File: src/rtl/keypad_pkg.sv
// rtl/keypad_pkg.sv - shared types and key-code map for the keypad scanner
package keypad_pkg;

    typedef enum logic [1:0] {
        IDLE,
        DEBOUNCE,
        PRESSED
    } state_t;

    localparam logic [3:0] ADD_DIV = 4'hA;
    localparam logic [3:0] SUB_MOD = 4'hB;
    localparam logic [3:0] MUL_POW = 4'hC;
    localparam logic [3:0] EQUALS  = 4'hD;
    localparam logic [3:0] NEGATE  = 4'hE;
    localparam logic [3:0] CLEAR   = 4'hF;

    // Indexed by row*4 + column.
    localparam logic [3:0] KEY_MAP [16] = '{
        4'h1, 4'h2,  4'h3,   ADD_DIV,
        4'h4, 4'h5,  4'h6,   SUB_MOD,
        4'h7, 4'h8,  4'h9,   MUL_POW,
        4'h0, CLEAR, NEGATE, EQUALS
    };

    function automatic logic [3:0] hit_index(input logic [15:0] hits);
        logic [3:0] idx;
        idx = 4'h0;
        for (int i = 0; i < 16; i++) begin
            if (hits[i]) idx = 4'(i);
        end
        return idx;
    endfunction

endpackage

File: src/rtl/keypad_sync.sv
// rtl/keypad_sync.sv - two-flop synchroniser for the column lines
module keypad_sync (
    input  logic       clock,
    input  logic       reset,
    input  logic [3:0] d,
    output logic [3:0] q
);

    logic [3:0] meta;

    always_ff @(posedge clock) begin
        if (reset) begin
            meta <= 4'hF;
            q    <= 4'hF;
        end else begin
            meta <= d;
            q    <= meta;
        end
    end

endmodule

File: src/rtl/keypad_scanner.sv
// rtl/keypad_scanner.sv - 4x4 keypad row scan with frame-based debounce
module keypad_scanner
    import keypad_pkg::*;
#(
    parameter int SCAN_DIV        = 25000,
    parameter int DEBOUNCE_FRAMES = 10
) (
    input  logic       clock,
    input  logic       reset,
    input  logic [3:0] col_n,
    output logic [3:0] row_n,
    output logic [3:0] button,
    output logic       is_pressed
);

    localparam int DW = $clog2(SCAN_DIV);
    localparam int CW = $clog2(DEBOUNCE_FRAMES + 1);
    localparam logic [DW-1:0] DWELL_LAST = DW'(SCAN_DIV - 1);
    localparam logic [CW-1:0] CNT_DONE   = CW'(DEBOUNCE_FRAMES);

    logic [3:0]    col_s;
    logic [DW-1:0] dwell;
    logic [1:0]    row;
    logic [11:0]   hits_acc;
    state_t        state;
    logic [3:0]    cand;
    logic [CW-1:0] cnt;
    logic [CW-1:0] rcnt;

    logic          sample;
    logic          frame_end;
    logic [3:0]    row_hits;
    logic [15:0]   frame_hits;
    logic          hit_none;
    logic          hit_single;
    logic [3:0]    hit_k;

    keypad_sync u_sync (
        .clock (clock),
        .reset (reset),
        .d     (col_n),
        .q     (col_s)
    );

    // Row 3 hits are never stored; they are merged in on the frame-end cycle.
    always_comb begin
        sample     = (dwell == DWELL_LAST);
        frame_end  = sample && (row == 2'd3);
        row_hits   = ~col_s;
        frame_hits = {row_hits, hits_acc};
        hit_none   = (frame_hits == 16'h0000);
        hit_single = !hit_none && ((frame_hits & (frame_hits - 16'd1)) == 16'h0000);
        hit_k      = hit_index(frame_hits);
    end

    always_ff @(posedge clock) begin
        if (reset) begin
            dwell    <= '0;
            row      <= 2'd0;
            row_n    <= 4'b1110;
            hits_acc <= 12'h000;
        end else if (sample) begin
            dwell <= '0;
            row   <= row + 2'd1;
            row_n <= {row_n[2:0], row_n[3]};
            case (row)
                2'd0:    hits_acc[3:0]  <= row_hits;
                2'd1:    hits_acc[7:4]  <= row_hits;
                2'd2:    hits_acc[11:8] <= row_hits;
                default: hits_acc       <= 12'h000;
            endcase
        end else begin
            dwell <= dwell + 1'b1;
        end
    end

    always_ff @(posedge clock) begin
        if (reset) begin
            state      <= IDLE;
            cand       <= 4'h0;
            cnt        <= '0;
            rcnt       <= '0;
            button     <= 4'h0;
            is_pressed <= 1'b0;
        end else if (frame_end) begin
            case (state)
                IDLE: begin
                    if (hit_single) begin
                        cand <= hit_k;
                        cnt  <= CW'(1);
                        if (DEBOUNCE_FRAMES == 1) begin
                            button     <= KEY_MAP[hit_k];
                            is_pressed <= 1'b1;
                            rcnt       <= '0;
                            state      <= PRESSED;
                        end else begin
                            state <= DEBOUNCE;
                        end
                    end
                end
                DEBOUNCE: begin
                    if (hit_single && hit_k == cand) begin
                        if (cnt + 1'b1 == CNT_DONE) begin
                            button     <= KEY_MAP[cand];
                            is_pressed <= 1'b1;
                            cnt        <= '0;
                            rcnt       <= '0;
                            state      <= PRESSED;
                        end else begin
                            cnt <= cnt + 1'b1;
                        end
                    end else begin
                        cnt   <= '0;
                        state <= IDLE;
                    end
                end
                PRESSED: begin
                    // Any frame still showing the held key keeps it pressed, even alongside others.
                    if (frame_hits[cand]) begin
                        rcnt <= '0;
                    end else if (rcnt + 1'b1 == CNT_DONE) begin
                        is_pressed <= 1'b0;
                        rcnt       <= '0;
                        state      <= IDLE;
                    end else begin
                        rcnt <= rcnt + 1'b1;
                    end
                end
                default: state <= IDLE;
            endcase
        end
    end

endmodule
File: config.mk
export PLATFORM = sky130hd
export DESIGN_NAME = keypad_scanner
export DESIGN_NICKNAME = d
export VERILOG_FILES = /design/src/rtl/keypad_pkg.sv /design/src/rtl/keypad_sync.sv /design/src/rtl/keypad_scanner.sv
export SDC_FILE = /design/constraint.sdc
export NUM_CORES = 1
export LEC_CHECK = 0
export CORE_MARGIN = 8
export CORE_UTILIZATION = 60
export DETAILED_ROUTE_END_ITERATION = 6
export GPL_TIMING_DRIVEN = 0
export PLACE_DENSITY = 0.88
export SKIP_CTS_REPAIR_TIMING = 1
export SLEW_MARGIN = 20
export SYNTH_ARGS = -nofsm -noshare
export SYNTH_HDL_FRONTEND = slang
export SYNTH_SLANG_ARGS = --single-unit
File: constraint.sdc
create_clock -name clock -period 4.8 [get_ports clock]
set_input_delay 0.96 -clock clock [delete_from_list [all_inputs] [get_ports clock]]
set_output_delay 0.96 -clock clock [all_outputs]
set_load 0.05 [all_outputs]
==> results of run 1 <==
cell type report:
cell class	count	area [µm²]	area share
Buffer	21	93.8	0.0245
Clock buffer	14	183	0.0477
Clock inverter	2	38.8	0.0101
Inverter	17	63.8	0.0167
Multi-Input combinational cell	307	2030	0.530
Sequential cell	60	1200	0.313
Tap cell	72	90.1	0.0235
Timing Repair Buffer	13	130	0.0340
critical path: stages, from the launching register on:
cell and delay [ns]:
dfxtp_1 0.30, clkbuf_1 0.21, nor4_2 0.61, o21ai_0 0.19, a2bb2oi_1 0.30, nand4_1 0.26, nor3_1 0.67, nand3_1 0.17
mux2_2 0.31
power by group through the flow:
stage	clock network, mW	registers, mW	logic (mW)
finish	0.505	0.514	0.0570
floorplan	0	0.523	0.0405
detailed placement	0	0.525	0.0558
global placement	0	0.524	0.0531
CTS	0.504	0.513	0.0564
global route	0.527	0.514	0.0636
cell usage in the layout (no fill, tap or decap), types with 12 or more instances in the layout:
| cell | netlist | layout |
|---|---|---|
| nand2_1 | 34 | 34 |
| a31oi_1 | 13 | 13 |
| clkbuf_1 | 18 | 19 |
| nand3_1 | 19 | 19 |
| o21ai_0 | 15 | 15 |
| nor2_1 | 48 | 48 |
| inv_1 | 17 | 17 |
| a21oi_1 | 20 | 20 |
| dfxtp_1 | 60 | 60 |
| clkdlybuf4s50_1 | 0 | 13 |
| ha_1 | 12 | 12 |
| clkbuf_8 | 0 | 13 |
routing by layer:
metal,up-vias,track usage
met4,0,0.109
li1,1507,-
met1,1510,0.217
met2,142,0.333
met5,-,0
met3,25,0.0502
through the flow:
step	power, mW	util	setup WS (ns)	cell area (µm²)
2_1_floorplan	0.563	-	2.24	3390
3_3_place_gp	0.577	0.660	1.88	3610
3_5_place_dp	0.580	0.660	1.83	3610
4_1_cts	1.07	0.700	1.77	3830
5_1_grt	1.11	0.700	1.40	3830
6_report	1.08	0.700	1.66	3830
kinds of logic after synthesis:
family	Yosys count	share of synthesized area
xor gates and xnor gates	17	0.0439
muxes	19	0.0771
DFF	60	0.354
adders and majority gates	14	0.0502
AOI/OAI and AO/OA	82	0.159
buffers and inverters	38	0.0465
and+or+nand+nor	175	0.269
registers in the layout, indices dropped and copies added, names as in the netlist:
| name | cells |
|---|---|
| is_pressed | 1 |
| row_n | 4 |
| u_sync.meta | 4 |
| button | 4 |
| dwell | 15 |
| cnt | 4 |
| cand | 4 |
| hits_acc | 12 |
| rcnt | 4 |
| u_sync.q | 4 |
| row | 2 |
| state | 2 |
final timing paths:
check	start	end	slack, ns
max	hits_acc[4]$_SDFFE_PP0P_	button[2]$_SDFFE_PP0P_	1.66
min	u_sync.meta[3]$_SDFF_PP1_	u_sync.q[3]$_SDFF_PP1_	0.41
max reg2reg	hits_acc[4]$_SDFFE_PP0P_	button[2]$_SDFFE_PP0P_	1.66
min reg2reg	u_sync.meta[3]$_SDFF_PP1_	u_sync.q[3]$_SDFF_PP1_	0.41
==> results.yml, run 1 <==
finish:
  n_antenna_cell: 0
  stdcell_count: 506
  nNetsFinal: 447
  fill_cells: 432
  area_delta_synth_final_pct: 13.0
  drive_above_1_share: 0.0991
timing:
  tns_ns: 0
  worst_pin_slew_ns: 0.886
  max_freq_mhz: 319
  finalCritPeriodShare: 0.654
  hold_violations: 0
  rsz0062_at_grt: "false"
  slew_headroom: 0.405
  setup_viol_count_final: 0
  min_period_ns: 3.14
  fin_hold_ws_ns: 0.411
  skew_ns: 0.00960
  maxSlewViolCount: 0
min_path:
  worstHoldPathCells: 1
  worstHoldPathType: "reg2reg"
die:
  die_h_um: 91.2
  num_rows: 27
  start_util: 0.620
  dieArea_mm2: 0.00831
  coreArea_mm2: 0.00547
  ios: 15
  die_w_um: 91.2
route:
  finalWirelength_um: 7920
  ant_nets: 0
  via_per_inst: 6.29
  wl_met2_um: 3750
  drt_drc_violations_left: 0
  routed.top_layer: "met4"
  wl_per_cell_um: 15.7
  vias: 3184
  wl_met3_um: 592
  wl_met1_um: 3360
  dr.pass1.iters: 7
  drt_iter0_markers: 296
power:
  switching_share: 0.232
  power_switching_uw: 250
  clkPwrFrac: 0.470
  cellPowerDensity_mw_per_mm2: 281
  seqPwrFrac: 0.477
  power.share.combinational: 0.053
  vdd.ir_drop.worst_mv: 0.248
  leakagePower_nw: 1.47
  intPower_uw: 826
critical_path:
  start_kind: "register"
  worstSetupPathType: "reg2reg"
  worstPathRequired_ns: 5.04
  arrival_ns: 3.37
  rr_worst_depth: 8
  end_kind: "register"
  path_max_fanout: 9
synth:
  yosys.area.top_type: "dfxtp_1"
  yosysMostFrequentCell: "dfxtp_1"
  synth_seq_cells: 60
  synth_top_area_frac: 0.354
  syn_area_mm2: 0.00339
  synth_edf_count: 0
  yosys-top-cells-area: "dfxtp_1 (35%), nor2_1 (5.3%), ha_1 (4.4%)"
  ys_seq_area_frac: 0.354
  yosys_warnings: 0
  ys_types: 60
  syn-instance-count: 405
  syn_area_per_cell_um2: 8.37
  syn-num-nets: 423
  async_flop_share: 0
  ys.flop_type: "dfxtp_1"
  synthTopCellsByCount: "dfxtp_1 (60), nor2_1 (48), nand2_1 (34)"
outcome:
  outcome: "finished, final reports clean"
clock_network:
  htree_num_levels: 3
  clk_latency_ns: 0.35
  clkTransAtPathRegs_ns: 0.07
  tritoncts: "yes"
  cts_buffer_depth: 2
  cts_sinks: 60
  cts_inserted_buffers: 9
  clock-root-buffer: "clkbuf_8"
place:
  numPortBuffers: 13
  dp_cells: 490
  place_hpwl_um: 5510
  gp_congestion: 0.910
grt:
  grt_remaining_overflow: 0
  grt_max_degree: 11
  antenna_found_initial: 0
  grt_pass1_wl_um: 13700
  grt_pass1_vias: 3076
  grt_usage: 0.195
flow_run:
  max-cap-violations: 0
No activity file was read; power rests on OpenSTA's default activity.
==> inputs of run 2 (changes only) <==
- clock period: 4.8 -> 2.9 ns (I/O delays scaled with it)
==> results.yml, run 2 (synthesis results as in run 1) <==
outcome:
  outcome: "complete, but fails checks"
  violations: "design-rule violations"
finish:
  final_cell_mix: "dfxtp_1 (60), nor2_1 (48), nand2_1 (34)"
  regArea_mm2: 0.00120
  area_delta_synth_final_pct: 15.5
  nNetsFinal: 449
  top_regs: "dwell (15), hits_acc (12)"
  fin_util: 0.716
  multi_input_area_mm2: 0.00209
  design_area_mm2: 0.00392
  drive_above_1_share: 0.126
  largest_register_ff_count: 15
  fill_cells: 405
  regMostFlops: "dwell"
  n_antenna_cell: 0
  final_common_cell: "dfxtp_1"
critical_path:
  path_max_fanout: 10
  worstSetupPathType: "reg2reg"
  start_kind: "register"
  crit_family: "simple AND/OR/NAND/NOR gates"
  path_cells: "clkbuf_1, or4_4, o22a_1, nand2_1, nand4_1, buf_4, or4_4, buf_6, mux2_4, nor2_2"
  cpMostUsedCell: "or4_4"
  arrival_ns: 3.10
  crit_path_top_delay_cell: "or4_4"
  worstPathRequired_ns: 3.18
  critical_path.n_buffers_inverters: 3
  cpPeakStageDelay_ns: 0.59
  end_kind: "register"
grt:
  grt_usage: 0.195
  grt_remaining_overflow: 0
  grt_pass1_vias: 3076
  antenna_found_initial: 0
  grt_pass1_wl_um: 13700
  grt_max_degree: 11
timing:
  slew_headroom: 0.427
  tns_ns: 0
  finalCritPeriodShare: 0.973
  hold_violations: 0
  skew_ns: 0.00827
  max_freq_mhz: 354
  min_period_ns: 2.82
  worst_pin_slew_ns: 0.851
  setup_viol_count_final: 0
  maxSlewViolCount: 0
power:
  power.share.combinational: 0.058
  leakagePower_nw: 1.51
  cellPowerDensity_mw_per_mm2: 457
  clkPwrFrac: 0.466
  vdd.ir_drop.worst_mv: 0.423
  power_switching_uw: 417
  seqPwrFrac: 0.476
  switching_share: 0.233
  intPower_mw: 1.37
min_path:
  worstHoldPathType: "reg2reg"
route:
  wl_per_cell_um: 16.0
  drt_iter0_markers: 287
  finalWirelength_um: 8150
  dr.pass1.iters: 7
  via_per_inst: 6.33
  ant_nets: 0
  vias: 3216
  drt_drc_violations_left: 2
die:
  die_h_um: 91.2
  die_w_um: 91.2
  num_rows: 27
  dieArea_mm2: 0.00831
  ios: 15
  coreArea_mm2: 0.00547
  start_util: 0.620
clock_network:
  clk_latency_ns: 0.35
  clkTransAtPathRegs_ns: 0.07
  clock-root-buffer: "clkbuf_8"
  htree_num_levels: 3
  cts_sinks: 60
  cts_buffer_depth: 2
  cts_inserted_buffers: 9
  tritoncts: "yes"
place:
  dpl-instance-area_mm2: 0.00361
  numPortBuffers: 13
  gp_congestion: 0.910
  place_hpwl_um: 5510
flow_run:
  max-cap-violations: 0
## run 2: layout make-up
cell class,instances,area share
Buffer,20,0.0240
Multi-Input combinational cell,307,0.535
Clock buffer,14,0.0466
Clock inverter,2,0.00990
Timing Repair Buffer,16,0.0390
Inverter,17,0.0163
Tap cell,72,0.0230
Sequential cell,60,0.307
## run 2: power by group through the flow
| stage | Clock, mW | Sequential, mW | Combinational [mW] |
|---|---|---|---|
| finish | 0.834 | 0.852 | 0.105 |
| global route | 0.873 | 0.852 | 0.115 |
| CTS | 0.834 | 0.850 | 0.0934 |
| detailed placement | 0 | 0.868 | 0.0923 |
| global placement | 0 | 0.867 | 0.0879 |
| floorplan | 0 | 0.866 | 0.0671 |
## run 2: worst paths after layout
| check | startpoint | end | slack (ns) | depth (start not counted) |
|---|---|---|---|---|
| setup / recovery | hits_acc[9]$_SDFFE_PP0P_ | cand[1]$_SDFFE_PP0P_ | 0.08 | 10 |
| hold / removal | u_sync.meta[3]$_SDFF_PP1_ | u_sync.q[3]$_SDFF_PP1_ | 0.41 | 1 |
| setup reg to reg | hits_acc[9]$_SDFFE_PP0P_ | cand[1]$_SDFFE_PP0P_ | 0.08 | 10 |
| hold reg to reg | u_sync.meta[3]$_SDFF_PP1_ | u_sync.q[3]$_SDFF_PP1_ | 0.41 | 1 |
## run 2: metal layers
metal | GRT usage | routed length [µm]
met1 | 0.217 | 3400
met2 | 0.333 | 3890
met3 | 0.0502 | 662
met4 | 0.109 | 192
met5 | 0 | 0
## run 2: worst register-to-register path, stage by stage, from the launching register on
cell      delay (ns)
dfxtp_1         0.30
clkbuf_1        0.21
or4_4           0.59
o22a_1          0.26
nand2_1         0.08
nand4_1         0.19
buf_4           0.21
or4_4           0.42
buf_6           0.15
mux2_4          0.29
nor2_2          0.07
## run 2: through the flow
step | power [mW] | cells | worst slack [ns] | hold slack (ns)
2_1_floorplan | 0.933 | 405 | 0.345 | 0.389
3_3_place_gp | 0.955 | 490 | -0.0228 | 0.393
3_5_place_dp | 0.961 | 490 | -0.0726 | 0.394
4_1_cts | 1.78 | 506 | -0.131 | 0.409
5_1_grt | 1.84 | 508 | -0.0449 | 0.425
6_report | 1.79 | 508 | 0.0769 | 0.410
==> inputs of run 3 (changes only) <==
- CORE_MARGIN: 8 -> 3
==> results.yml, run 3 (synthesis results as in run 1) <==
finish:
  stdcell_count: 508
  top_regs: "dwell (15), hits_acc (12)"
  nNetsFinal: 451
  final_common_cell: "dfxtp_1"
  n_antenna_cell: 0
  regMostFlops: "dwell"
  largest_register_ff_count: 15
  drive_above_1_share: 0.119
  area_delta_synth_final_pct: 14.8
  final_cell_mix: "dfxtp_1 (60), nor2_1 (48), nand2_1 (34)"
flow_run:
  max-cap-violations: 0
grt:
  grt_usage: 0.259
  grt_pass1_vias: 2998
  grt_remaining_overflow: 0
  antenna_found_initial: 0
  grt_max_degree: 11
  grt_pass1_wl_um: 13300
power:
  power_switching_uw: 417
  seqPwrFrac: 0.496
  clkPwrFrac: 0.440
  leakagePower_nw: 1.50
  vdd.ir_drop.worst_mv: 0.274
  power.share.combinational: 0.064
  cellPowerDensity_mw_per_mm2: 441
  intPower_mw: 1.30
  switching_share: 0.243
timing:
  skew_ns: 0.0112
  slew_headroom: 0.520
  maxSlewViolCount: 0
  finalCritPeriodShare: 0.959
  rsz0062_at_grt: "false"
  max_freq_mhz: 360
  worst_pin_slew_ns: 0.713
  min_period_ns: 2.78
  tns_ns: 0
  hold_violations: 0
  setup_viol_count_final: 0
die:
  die_w_um: 81.2
  ios: 15
  coreArea_mm2: 0.00527
  num_rows: 26
  dieArea_mm2: 0.00659
  die_h_um: 81.2
  start_util: 0.643
clock_network:
  cts_inserted_buffers: 9
  tritoncts: "yes"
  cts_buffer_depth: 2
  clock-root-buffer: "clkbuf_8"
  htree_num_levels: 3
  cts_sinks: 60
  clkTransAtPathRegs_ns: 0.07
  clk_latency_ns: 0.35
route:
  finalWirelength_um: 8060
  via_per_inst: 6.28
  drt_iter0_markers: 345
  vias: 3192
  drt_drc_violations_left: 0
  wl_per_cell_um: 15.9
  dr.pass1.iters: 5
  ant_nets: 0
critical_path:
  end_kind: "register"
  start_kind: "register"
  arrival_ns: 2.99
  path_max_fanout: 10
  worstSetupPathType: "reg2reg"
  worstPathRequired_ns: 3.11
min_path:
  worstHoldPathType: "reg2reg"
place:
  dp_cells: 488
  gp_congestion: 0.885
  numPortBuffers: 13
  place_hpwl_um: 5480
outcome:
  outcome: "finished, final reports clean"
## run 3: cell count changes in the layout (fill, tap and decap cells not counted), sizes merged
cell	before	now
clkinv	0	3
buf	6	8
inv	18	17
clkbuf	31	29
## run 3: worst paths after layout
path                              from                     end  slack, ns  cells after the start
min          u_sync.meta[2]$_SDFF_PP1_  u_sync.q[2]$_SDFF_PP1_       0.42                      1
min reg2reg  u_sync.meta[2]$_SDFF_PP1_  u_sync.q[2]$_SDFF_PP1_       0.42                      1
max reg2reg   hits_acc[9]$_SDFFE_PP0P_  button[3]$_SDFFE_PP0P_       0.12                      9
max           hits_acc[9]$_SDFFE_PP0P_  button[3]$_SDFFE_PP0P_       0.12                      9
## run 3: layer usage
| layer | global-route usage | up-vias | wire length, µm |
|---|---|---|---|
| met1 | 0.317 | 1491 | 3470 |
| li1 | - | 1512 | - |
| met5 | 0 | - | 0 |
| met4 | 0.135 | 0 | 271 |
| met3 | 0.0410 | 34 | 523 |
| met2 | 0.436 | 155 | 3800 |
## run 3: critical path: stages, from the launching register on
cell and delay (ns):
dfxtp_1 0.30, clkbuf_1 0.21, or4_1 0.63, o22a_1 0.26
nand2_1 0.08, nand4_1 0.10, buf_4 0.19, or3_1 0.40
o41ai_1 0.37, a21oi_1 0.11
## run 3: power by group through the flow
stage | logic (mW) | registers, mW | clock network (mW)
final | 0.110 | 0.853 | 0.756
after CTS | 0.0932 | 0.850 | 0.760
after floorplan | 0.0671 | 0.866 | 0
after global placement | 0.0881 | 0.868 | 0
after global routing | 0.119 | 0.853 | 0.789
after detailed placement | 0.0924 | 0.869 | 0
## run 3: cell type report
type | instances | area (µm²)
plain buffers | 20 | 92.6
clock buffers | 12 | 145
clock inverters | 4 | 48.8
fillers | 427 | 1380
inverters | 17 | 63.8
multi-input cells | 307 | 2090
flip-flops and latches | 60 | 1200
well taps | 70 | 87.6
repair buffers | 18 | 168
## run 3: metrics by stage
stage	worst slack, ns	total power, mW	utilization	hold WS, ns	instance area (µm²)
2_1_floorplan	0.345	0.933	-	0.389	3390
3_3_place_gp	-0.0647	0.956	0.685	0.394	3610
3_5_place_dp	-0.143	0.962	0.685	0.406	3610
4_1_cts	-0.161	1.70	0.722	0.420	3800
5_1_grt	0.00375	1.76	0.739	0.431	3890
6_report	0.119	1.72	0.739	0.417	3890
==> RTL change: new RTL, config.mk and constraints of run 1 <==
The parameter `DEBOUNCE_FRAMES` goes from 10 to 20.
--- a/src/rtl/keypad_scanner.sv
+++ b/src/rtl/keypad_scanner.sv
@@ -3,7 +3,7 @@
     import keypad_pkg::*;
 #(
     parameter int SCAN_DIV        = 25000,
-    parameter int DEBOUNCE_FRAMES = 10
+    parameter int DEBOUNCE_FRAMES = 20
 ) (
     input  logic       clock,
     input  logic       reset,
Check against the original RTL: same outputs for any inputs over 10 cycles, from zero or initial values and one cycle with reset high; that may be too few to reach the edited logic, so the function may still have changed.
==> RTL change against run 1 <==
Fmax up 3.9%. Clock power increased by 3%. Highest routed layer unchanged. Sequential share of layout area shrank 0.93 points. Worst setup slack better by 0.12 ns. Die area is 5.7% higher. Design area increased by 6.5%. Routed wire length up 15%. Clock skew increased by 0.0021 ns. Critical endpoint unchanged. Total power up 3.6%. Area after synthesis rose by 7.0%. Final cell count up 5.1%. Sequential cell count increased by 2. Combinational power is 14% higher.
==> RTL change: results (changes against run 1) <==
Power and ir drop
  • P_leak: 0.00147 uW (-0.26%)
  • VDD IR-drop max: 319 uV (+29%)

Yosys
  • Post-Synth Adder-Cell Area: 4.00% (-1.0 points)
  • Post-synthesis mux area share: 4.45% (-3.3 points)
  • Post-Synth XOR/XNOR Area: 4.10% (-0.29 points)
  • Most frequent cells after synthesis: dfxtp_1 (62), nor2_1 (52), a21oi_1 (28)
  • Compound-cell area share of the yosys netlist: 16.8% (+0.86 points)
  • Post-synthesis sequential area ratio: 34.2% (-1.2 points)
  • Syn nets: 443 (+4.7%)

Placement
  • Placer Congestion: 0.900 (-1.1%)
  • IO buf count: 14 (+1)

Routing
  • Via count of the routed design: 3,384 (+6.3%)
  • Drt first pass iters: 5 (-2)
  • Average wire per standard cell: 17.2 um (+9.5%)

Run status
  • Status: finished, final reports clean

Timing
  • Post-Route Skew: 0.0117 ns (+0.00208 ns)
  • Min Hold Slack: 0.414 ns (+0.00237 ns)

Worst setup path
  • R2r setup slk: 1.78 ns (+0.12 ns)
  • Cells on worst reg2reg path: 7 (-1)
  • Critical path arrival: 3.27 ns (-0.10 ns)
  • Worst R2R Start: dwell[0]$_SDFF_PP0_

GRT
  • Global-route wire length before repair: 15,400 um (+13%)
  • Gr usage total: 21.8% (+2.3 points)
  • Largest net degree at the start of global routing: 13 (+2)
  • Vias in the first global route: 3,306 (+7.5%)

Layout
  • Layout fillers: 445 (+3.0%)

Worst hold path
  • HP Start: u_sync.meta[1]$_SDFF_PP1_
  • Worst Hold Endpoint: u_sync.q[1]$_SDFF_PP1_
## RTL change: where the power goes
part / internal (uW) / switching, uW / total [uW]
Combinational: 26.6 / 38.2 / 64.8
Clock: 294 / 225 / 519
Sequential: 522 / 9.07 / 531
Total: 843 / 272 / 1110
## RTL change: worst max-delay path by stage
stage	from	endpoint	slack (ns)	cells after the start
2_1_floorplan	hits_acc[11]$_SDFFE_PP0P_	button[2]$_SDFFE_PP0P_	2.06	9
3_3_place_gp	hits_acc[1]$_SDFFE_PP0P_	button[2]$_SDFFE_PP0P_	1.87	8
3_5_place_dp	hits_acc[1]$_SDFFE_PP0P_	button[2]$_SDFFE_PP0P_	1.88	8
4_1_cts	hits_acc[8]$_SDFFE_PP0P_	button[2]$_SDFFE_PP0P_	1.83	9
5_1_grt	dwell[2]$_SDFF_PP0_	button[2]$_SDFFE_PP0P_	1.50	6
6_report	dwell[0]$_SDFF_PP0_	button[2]$_SDFFE_PP0P_	1.78	7
## RTL change: routing by layer
metal / share of wire, % / vias to the layer above / track usage (%)
li1: - / 1589 / -
met1: 43 / 1620 / 25.2
met2: 47 / 143 / 35.8
met3: 6.9 / 32 / 5.84
met4: 3.6 / 0 / 11.6
met5: 0 / - / 0
## RTL change: per-stage QoR
stage,power [uW],util [%],instances,instance area (um2),setup WS [ns]
final,1110,69.3,532,4080,1.78
after global routing,1150,69.3,532,4080,1.50
after CTS,1120,69.3,532,4080,1.83
after detailed placement,605,65.6,516,3860,1.88
after global placement,603,65.6,516,3860,1.87
after floorplan,587,-,427,3630,2.06
## RTL change: final cells by class
cell class / count / area share, %
plain buffers: 21 / 2.51
clock buffers: 9 / 3.03
clock inverters: 7 / 2.36
inverters: 18 / 1.66
multi-input cells: 326 / 54.3
flip-flops and latches: 62 / 30.4
well taps: 75 / 2.30
repair buffers: 14 / 3.43
## RTL change: worst max-delay path, stage by stage (launching register included)
cell and delay [ns]:
dfxtp_1 0.38, ha_1 0.25, and4b_1 0.21, nand4_1 0.43
nor2_1 0.66, nand2_1 0.36, nor2_4 0.28, mux2_1 0.33
## RTL change: kinds of logic (layout without fill, tap and decap cells)
| family | count (synthesis) | count (layout) |
|---|---|---|
| compound gates | 87 | 87 |
| xor+xnor | 17 | 17 |
| fa+ha+maj | 12 | 12 |
| buf+inv | 39 | 69 |
| flops | 62 | 62 |
| mux | 11 | 11 |
| simple gates | 199 | 199 |
